--- src/rtl/cpu_pkg.sv ---
// rtl/cpu_pkg.sv - shared machine-state encodings for the CPU control path
package cpu_pkg;

   // The decoder uses the same encodings to pick its per-state controls.
   typedef enum logic [1:0] {
      ST_FETCH = 2'b00,
      ST_EXEC1 = 2'b01,
      ST_EXEC2 = 2'b10,
      ST_HALT  = 2'b11
   } cpu_state_e;

endpackage

--- src/rtl/retire_counter.sv ---
// rtl/retire_counter.sv - wrapping retired-instruction counter with enable
module retire_counter #(
   parameter int W = 16
) (
   input  logic         clk,
   input  logic         reset,
   input  logic         en,
   output logic [W-1:0] count
);

   logic [W-1:0] count_q;

   // Count up on each retire; the all-ones value rolls over to zero naturally.
   always_ff @(posedge clk or posedge reset) begin
      if (reset)
         count_q <= '0;
      else if (en)
         count_q <= count_q + W'(1);
   end

   assign count = count_q;

endmodule

--- src/rtl/cpu_sequencer.sv ---
// rtl/cpu_sequencer.sv - FETCH/EXEC1/EXEC2/HALT sequencer; single-step under CPU_SINGLE_STEP_EN
module cpu_sequencer
   import cpu_pkg::*;
#(
   parameter int CNT_W = 16
) (
   input  logic             clk,
   input  logic             reset,
   input  logic             sm_extra,
   input  logic             stop,
   input  logic             set_jump,
   input  logic             resume,
   input  logic             step_mode,
   input  logic             step_req,
   output logic [1:0]       state,
   output logic             jump,
   output logic             halted,
   output logic             paused,
   output logic             step_ack,
   output logic [CNT_W-1:0] retired
);

   cpu_state_e state_q, state_d;
   logic       halted_q, halted_d;
   logic       paused_q, paused_d;
   logic       step_ack_q, step_ack_d;
   logic       jump_q, jump_d;
   logic       retire_en;
   logic       step_on;
   logic       step_go;

`ifdef CPU_SINGLE_STEP_EN
   assign step_on = step_mode;
   assign step_go = step_req;
`else
   // Ports are kept for a uniform interface; the debug inputs have no effect.
   logic unused_step;
   assign unused_step = step_mode ^ step_req;
   assign step_on     = 1'b0;
   assign step_go     = 1'b0;
`endif

   // Next-state, halt/pause flags and retire strobe.
   always_comb begin
      state_d    = state_q;
      halted_d   = halted_q;
      paused_d   = paused_q;
      step_ack_d = 1'b0;
      retire_en  = 1'b0;
      case (state_q)
         ST_FETCH: begin
            if (stop) begin
               state_d  = ST_HALT;
               halted_d = 1'b1;
               paused_d = 1'b0;
            end else begin
               state_d = ST_EXEC1;
            end
         end
         ST_EXEC1: begin
            if (stop) begin
               state_d  = ST_HALT;
               halted_d = 1'b1;
               paused_d = 1'b0;
            end else if (sm_extra) begin
               state_d = ST_EXEC2;
            end else begin
               retire_en = 1'b1;
            end
         end
         ST_EXEC2: begin
            if (stop) begin
               state_d  = ST_HALT;
               halted_d = 1'b1;
               paused_d = 1'b0;
            end else begin
               retire_en = 1'b1;
            end
         end
         ST_HALT: begin
            // HALT only leaves on resume; PAUSE also leaves on a step or when stepping is switched off.
            if (halted_q) begin
               if (resume) begin
                  state_d  = ST_FETCH;
                  halted_d = 1'b0;
               end
            end else if (resume || step_go || !step_on) begin
               state_d  = ST_FETCH;
               paused_d = 1'b0;
            end
         end
         default: state_d = ST_FETCH;
      endcase
      // A retire goes to FETCH, or parks in PAUSE when stepping.
      if (retire_en) begin
         step_ack_d = step_on;
         if (step_on) begin
            state_d  = ST_HALT;
            paused_d = 1'b1;
         end else begin
            state_d = ST_FETCH;
         end
      end
   end

   // Jump flag: any set wins; otherwise the next instruction's EXEC1 clears it.
   // A stop out of EXEC1 leaves it alone since that instruction never completes.
   always_comb begin
      jump_d = jump_q;
      if ((state_q == ST_EXEC1 || state_q == ST_EXEC2) && set_jump)
         jump_d = 1'b1;
      else if (state_q == ST_EXEC1 && !stop)
         jump_d = 1'b0;
   end

   // State and flag registers.
   always_ff @(posedge clk or posedge reset) begin
      if (reset) begin
         state_q    <= ST_FETCH;
         halted_q   <= 1'b0;
         paused_q   <= 1'b0;
         step_ack_q <= 1'b0;
         jump_q     <= 1'b0;
      end else begin
         state_q    <= state_d;
         halted_q   <= halted_d;
         paused_q   <= paused_d;
         step_ack_q <= step_ack_d;
         jump_q     <= jump_d;
      end
   end

   retire_counter #(.W(CNT_W)) u_retire_counter (
      .clk   (clk),
      .reset (reset),
      .en    (retire_en),
      .count (retired)
   );

   assign state    = state_q;
   assign halted   = halted_q;
   assign paused   = paused_q;
   assign step_ack = step_ack_q;
   assign jump     = jump_q;

endmodule

--- config.mk ---
export PLATFORM = sky130hd
export DESIGN_NAME = cpu_sequencer
export DESIGN_NICKNAME = d
export VERILOG_FILES = /design/src/rtl/cpu_pkg.sv /design/src/rtl/retire_counter.sv /design/src/rtl/cpu_sequencer.sv
export SDC_FILE = /design/constraint.sdc
export NUM_CORES = 1
export LEC_CHECK = 0
export CELL_PAD_IN_SITES_DETAIL_PLACEMENT = 0
export CELL_PAD_IN_SITES_GLOBAL_PLACEMENT = 2
export CORE_AREA = 2 2 63 65
export CTS_BUF_LIST = sky130_fd_sc_hd__clkbuf_2 sky130_fd_sc_hd__clkbuf_4 sky130_fd_sc_hd__clkbuf_8
export DETAILED_ROUTE_END_ITERATION = 7
export DIE_AREA = 0 0 65 67
export PLACE_DENSITY_LB_ADDON = 0.1
export SLEW_MARGIN = 20
export SYNTH_ARGS = -nofsm -noshare
export SYNTH_HDL_FRONTEND = slang
export SYNTH_HIERARCHICAL = 1
export SYNTH_SLANG_ARGS = --single-unit
--- constraint.sdc ---
create_clock -name clk -period 3.2 [get_ports clk]
set_clock_uncertainty 0.1 [all_clocks]
set_input_delay 0.48 -clock clk [delete_from_list [all_inputs] [get_ports clk]]
set_output_delay 0.48 -clock clk [all_outputs]
set_load 0.03 [all_outputs]
==> metrics, run 1 <==
status=complete, no violations; Clock Sinks=20; initial antenna violation count=0; worst min-delay path class=in2async; Core ar.=3610 µm²; leading cell type in the layout, fill and taps excluded=clkdlybuf4s50_1; Worst path slowest cell=dfrtp_1; fraction of layout cells with a size suffix above 1=0.0826; Setup CP Type=reg2reg; Area Overhead vs Synth=33.8%; max-cap viol count=0; Worst Path Max Fanout=6; CTS tree=yes; Synth area leaders=dfrtp_1, xnor2_1, ha_1, xor2_1, nand2_1; Worst-Skew Late Latency=around 250 ps; met3 WL=105 µm; CP Capture Type=flop; Global Route Usage Sum=0.109; Diodes inserted=0; clock buffer depth=2; fin util=0.389; Slew headroom=0.588; FILL cells=between 300 and 400; crit-path cells=inv_1, ha_1, nand2b_1, a21oi_1, and2_1, nand4_4, nor4_4, nand3_1, xnor2_1; sequential share of power=0.379; starting density of the core=0.291; Tightest Pin Transition=618 ps; Yosys top cell area share=0.477; Rows=22; pin count of the biggest net entering global routing=17; hold_buf cts=0; top sig layer=met4; most frequent cells in the layout=clkdlybuf4s50_1, dfrtp_1, xnor2_1; Post-Layout Cell Count=169; worst vdd ir=about 0.36 mV; vias in the first global route=between 700 and 800; buffers added on ports=25; PwrDens=714 nW/µm²; sequential cell area fraction in the yosys report=0.477; post-layout minimum cycle time=2580 ps; #FFs+latches synth=20; endpoints failing hold=0; RSZ-0062 raised after global routing=no; crit-path max cell delay=between 400 and 500 ps; Metal-1 WL=1050 µm; DP HPWL=~1500 µm; Post-CTS Setup Bufs=0; Comb power frac=0.435; Crit path required time=between 3000 and 4000 ps; # setup viols final=0; NumNets Final=roughly 140; Chip Width=approximately 65 µm; DR WL/cell=11.9 µm; via density per instance=4.38; Pleak=between 0.6 and 0.7 nW; routed wire length=around 2000 µm; first-pass GRT wire length=3590 µm; startpoint type of the worst setup path=flop; Mean Syn Cell Area=11.3 µm²; Mapped Area=about 1000 µm²; Slew Limit Fails=0; H-tree depth=1; drt first-iter violations=40; Resized Gates After CTS=0; RePlAce Congestion=0.680; Cells after DPL=165; drt pass-1 iters=4; Synth cell types=29; WHS=between 300 and 400 ps; Root Buffer=clkbuf_8; Final ANT Viol Nets=0; DRC errors left=0; switching share of power=0.394; f_max=387 MHz; Arr. time, crit path=about 2600 ps; DR vias=740; P_sw=0.000394 W; Die Height=67 µm; GRT overflow=0; full die area=4360 µm²; IO Count=30; TritonCTS Buffers=3; clock power share=0.186; Sum Neg Setup Slack=0 ps; met2 wire length=840 µm; Worst-path clk slew=70 ps; synth warn=6; Power Internal=0.000607 W; cell count after synthesis=93; Synth area leader=dfrtp_1; Tcrit/Tclk final=0.807
power by group through the flow:
| stage | logic, W | clock network, W | registers, W |
|---|---|---|---|
| floorplan | 0.000203 | 0 | 0.000459 |
| global placement | 0.000437 | 0 | 0.000382 |
| detailed placement | 0.000438 | 0 | 0.000384 |
| CTS | 0.000441 | 0.000197 | 0.000380 |
| global route | 0.000484 | 0.000213 | 0.000390 |
| finish | 0.000435 | 0.000187 | 0.000379 |
worst max-delay path: cells and delay by family, from the launching register on:
kind	cells	cell delay [ps]
DFF	1	460
AOI/OAI and AO/OA	1	270
buffers and inverters	1	130
xor gates and xnor gates	1	140
and+or+nand+nor	5	1160
adders and majority gates	1	190
per-layer routing:
layer  GRT usage  up-vias
met1       0.148      351
met5           0        -
met4      0.0399        0
met2       0.155       21
li1            -      366
met3      0.0405        2
layout make-up:
class,instances,area [µm²],area share
Multi-Input combinational cell,65,510,0.364
Clock buffer,4,55.1,0.0393
Tap cell,48,60.1,0.0428
Sequential cell,20,500,0.357
Timing Repair Buffer,25,250,0.178
Inverter,7,26.3,0.0187
cells in the mapped netlist:
cell      instances
a2111o_1          2
a211o_1           1
a21oi_1           3
a22o_1            1
and2_1            1
and3_1            1
and3b_1           1
and4_1            1
buf_4             2
conb_1            1
dfrtp_1          20
ha_1              6
inv_1             7
mux2_2            2
nand2_1           9
nand2b_1          1
nand3_1           5
nand3b_1          1
nand4_1           3
nand4_4           1
nor2_1            3
nor3_2            1
nor4_4            1
o211ai_1          1
o211ai_2          1
or2_1             1
or2b_1            1
xnor2_1          10
xor2_1            5
sequential cells by signal, indices dropped and copies added (netlist names):
name and cells:
state 2, halted 1, u_retire_counter/count 16, jump 1
final timing paths:
| check | depth (start not counted) | startpoint | slack, ps | end |
|---|---|---|---|---|
| worst min register to register | 1 | u_retire_counter/count[15] | 380 | u_retire_counter/count[15] |
| max in group asynchronous | 2 | reset | 2070 | u_retire_counter/count[14] |
| min in group clk | 1 | u_retire_counter/count[15] | 380 | u_retire_counter/count[15] |
| worst max-delay path | 9 | state[1] | 620 | u_retire_counter/count[15] |
| worst min-delay path | 2 | reset | 340 | halted |
| worst max register to register | 9 | state[1] | 620 | u_retire_counter/count[15] |
cells by family after synthesis:
logic type / share of synthesized area
buf+inv: 0.0394
flops: 0.477
mux: 0.0215
compound gates: 0.0716
simple gates: 0.190
other cells: 0.00358
fa+ha+maj: 0.0716
xor+xnor: 0.125
metrics by stage:
stage	power, W	cell area [µm²]	setup slack (ps)
after floorplan	0.000662	1050	787
after global placement	0.000819	1350	415
after detailed placement	0.000822	1350	438
after CTS	0.00102	1400	587
after global routing	0.00109	1400	369
final	0.00100	1400	617
(Power assumes the default switching activity.)
==> run 2, diff against run 1 <==
Clock period 3.2 ns to 2.41 ns, I/O delays scaled along.
==> run 2 against run 1 <==
Routed wire length rose by 4.7%. Largest cell class unchanged. Non-clock buffer count rose by 4. Final cell count increased by 1.8%. Register-to-register slack lost 420 ps. Critical path depth stayed put. Cell area grew 1.2%. Clock power up 11%. Via count up 3.2%. Core utilization grew 0.49 points.
==> metrics, run 2 (synthesized netlist as in run 1, its figures left out) <==
status=complete, no violations (unchanged); Worst path slowest cell=dfrtp_1 (unchanged); RSZ-0062 raised after global routing=no (unchanged); Core ar.=3610 µm² (unchanged); Buf/Inv on CP=2 (was 1); design area=1420 µm² (was 1400 µm²); Chip Width=65 µm (unchanged); clock power share=0.157 (was 0.186); DP HPWL=1610 µm (was 1540 µm); NumNets Final=140 (was 136); delay-heaviest family, CP=simple AND/OR/NAND/NOR gates (unchanged); Worst R2R Setup Slack=200 ps (was 620 ps); Multi-input gate area=512 µm² (was 510 µm²); Final ANT Viol Nets=0 (unchanged); FILL cells=375 (was 353); buffers added on ports=25 (unchanged); full die area=4360 µm² (unchanged); Crit path required time=2450 ps (was 3240 ps); f_max=453 MHz (was 387 MHz); Die Height=67 µm (unchanged); Area Overhead vs Synth=35.4% (was 33.8%); hold_buf cts=0 (unchanged); Reg area=500 µm² (unchanged); PwrDens=930 nW/µm² (was 714 nW/µm²); Worst-Skew Late Latency=250 ps (about the same); startpoint type of the worst setup path=flop (unchanged); Tightest Pin Transition=649 ps (was 618 ps); max-cap viol count=0 (unchanged); Setup CP Type=reg2reg (unchanged); crit-path max cell delay=470 ps (was 460 ps); fraction of layout cells with a size suffix above 1=0.113 (was 0.0826); worst vdd ir=0.430 mV (was 0.363 mV); CP Capture Type=flop (unchanged); drt first-iter violations=34 (was 40); post-layout minimum cycle time=2210 ps (was 2580 ps); starting density of the core=0.291 (unchanged); initial antenna violation count=0 (unchanged); Pleak=0.629 nW (was 0.615 nW); Resized Gates After CTS=0 (unchanged); Worst-path clk slew=70 ps (about the same); crit-path cells=inv_1, ha_1, inv_1, a21oi_1, and2_2, nand4_4, nor4_4, nand3_1, xnor2_1 (was inv_1, ha_1, nand2b_1, a21oi_1, and2_1, nand4_4, nor4_4, nand3_1, xnor2_1); Crit Reg-Reg Startpoint=state[0] (was state[1]); Comb power frac=0.470 (was 0.435); Arr. time, crit path=2250 ps (was 2630 ps); endpoints failing hold=0 (unchanged); CTS tree=yes (unchanged); drt pass-1 iters=4 (unchanged); pin count of the biggest net entering global routing=17 (unchanged); most frequent cells in the layout=clkdlybuf4s50_1, dfrtp_1, xnor2_1 (unchanged); Power Internal=0.000798 W (was 0.000607 W); IO Count=30 (unchanged); sequential share of power=0.373 (was 0.379); TritonCTS Buffers=3 (unchanged); Post-CTS Setup Bufs=0 (unchanged); Slew headroom=0.567 (was 0.588); worst min-delay path class=in2async (unchanged); most used cell, CP=inv_1; GRT overflow=0 (unchanged); # setup viols final=0 (unchanged); clock buffer depth=2 (unchanged); DP Area=1380 µm² (was 1350 µm²); vias in the first global route=752 (was 748); Root Buffer=clkbuf_8 (unchanged); DRC errors left=0 (unchanged); routed wire length=2110 µm (was 2010 µm); DR vias=764 (was 740); Clock Sinks=20 (unchanged); Worst Reg-to-Reg Cells=9 (unchanged); DR WL/cell=12.2 µm (was 11.9 µm); Worst Path Max Fanout=6 (unchanged); max reg flops=16 (unchanged); first-pass GRT wire length=3660 µm (was 3590 µm); Diodes inserted=0 (unchanged); switching share of power=0.396 (was 0.394); Tcrit/Tclk final=0.917 (was 0.807); RR Endpoint=u_retire_counter/count[13] (was u_retire_counter/count[15]); Sum Neg Setup Slack=0 ps (unchanged); leading cell type in the layout, fill and taps excluded=clkdlybuf4s50_1 (unchanged); RePlAce Congestion=0.733 (was 0.680); H-tree depth=1 (unchanged); Rows=22 (unchanged); P_sw=0.000523 W (was 0.000394 W); Slew Limit Fails=0 (unchanged); Global Route Usage Sum=0.109 (about the same); via density per instance=4.44 (was 4.38)
-- run 2: worst max-delay path by stage --
stage               startpoint                    endpoint  slack, ps  depth (start not counted)
floorplan             state[1]  u_retire_counter/count[13]         70                          9
detailed placement    sm_extra  u_retire_counter/count[13]         90                          8
global route          state[0]  u_retire_counter/count[15]         20                          8
finish                state[0]  u_retire_counter/count[13]        200                          9
CTS                   state[0]  u_retire_counter/count[13]        200                          9
global placement      sm_extra  u_retire_counter/count[15]         50                          8
-- run 2: area by class of cell --
type | instances | share of cell area
multi-input cells | 65 | 0.360
repair buffers | 29 | 0.197
clock buffers | 3 | 0.0291
inverters | 7 | 0.0185
well taps | 48 | 0.0423
flip-flops and latches | 20 | 0.352
-- run 2: power by group through the flow --
stage | clock network, W | logic (W) | registers, W
after floorplan | 0 | 0.000271 | 0.000609
after global placement | 0 | 0.000627 | 0.000497
after detailed placement | 0 | 0.000629 | 0.000498
after CTS | 0.000223 | 0.000632 | 0.000493
after global routing | 0.000239 | 0.000675 | 0.000506
final | 0.000207 | 0.000621 | 0.000493
-- run 2: per-layer routing --
metal / track usage / up-vias / share of wire / routed length (µm)
met5: 0 / - / 0 / 0
met4: 0.0160 / 0 / 0 / 0
met3: 0.0321 / 0 / 0.036 / 76
met2: 0.160 / 16 / 0.42 / 892
met1: 0.161 / 373 / 0.54 / 1140
li1: - / 375 / - / -
-- run 2: metrics by stage --
step	std cells	power (W)	setup slack [ps]	util	hold WS, ps
2_1_floorplan	94	0.000880	66.0	-	27.6
3_3_place_gp	169	0.00112	53.4	0.382	362
3_5_place_dp	169	0.00113	90.7	0.382	368
4_1_cts	172	0.00135	205	0.394	227
5_1_grt	172	0.00142	16.0	0.394	237
6_report	172	0.00132	201	0.394	226
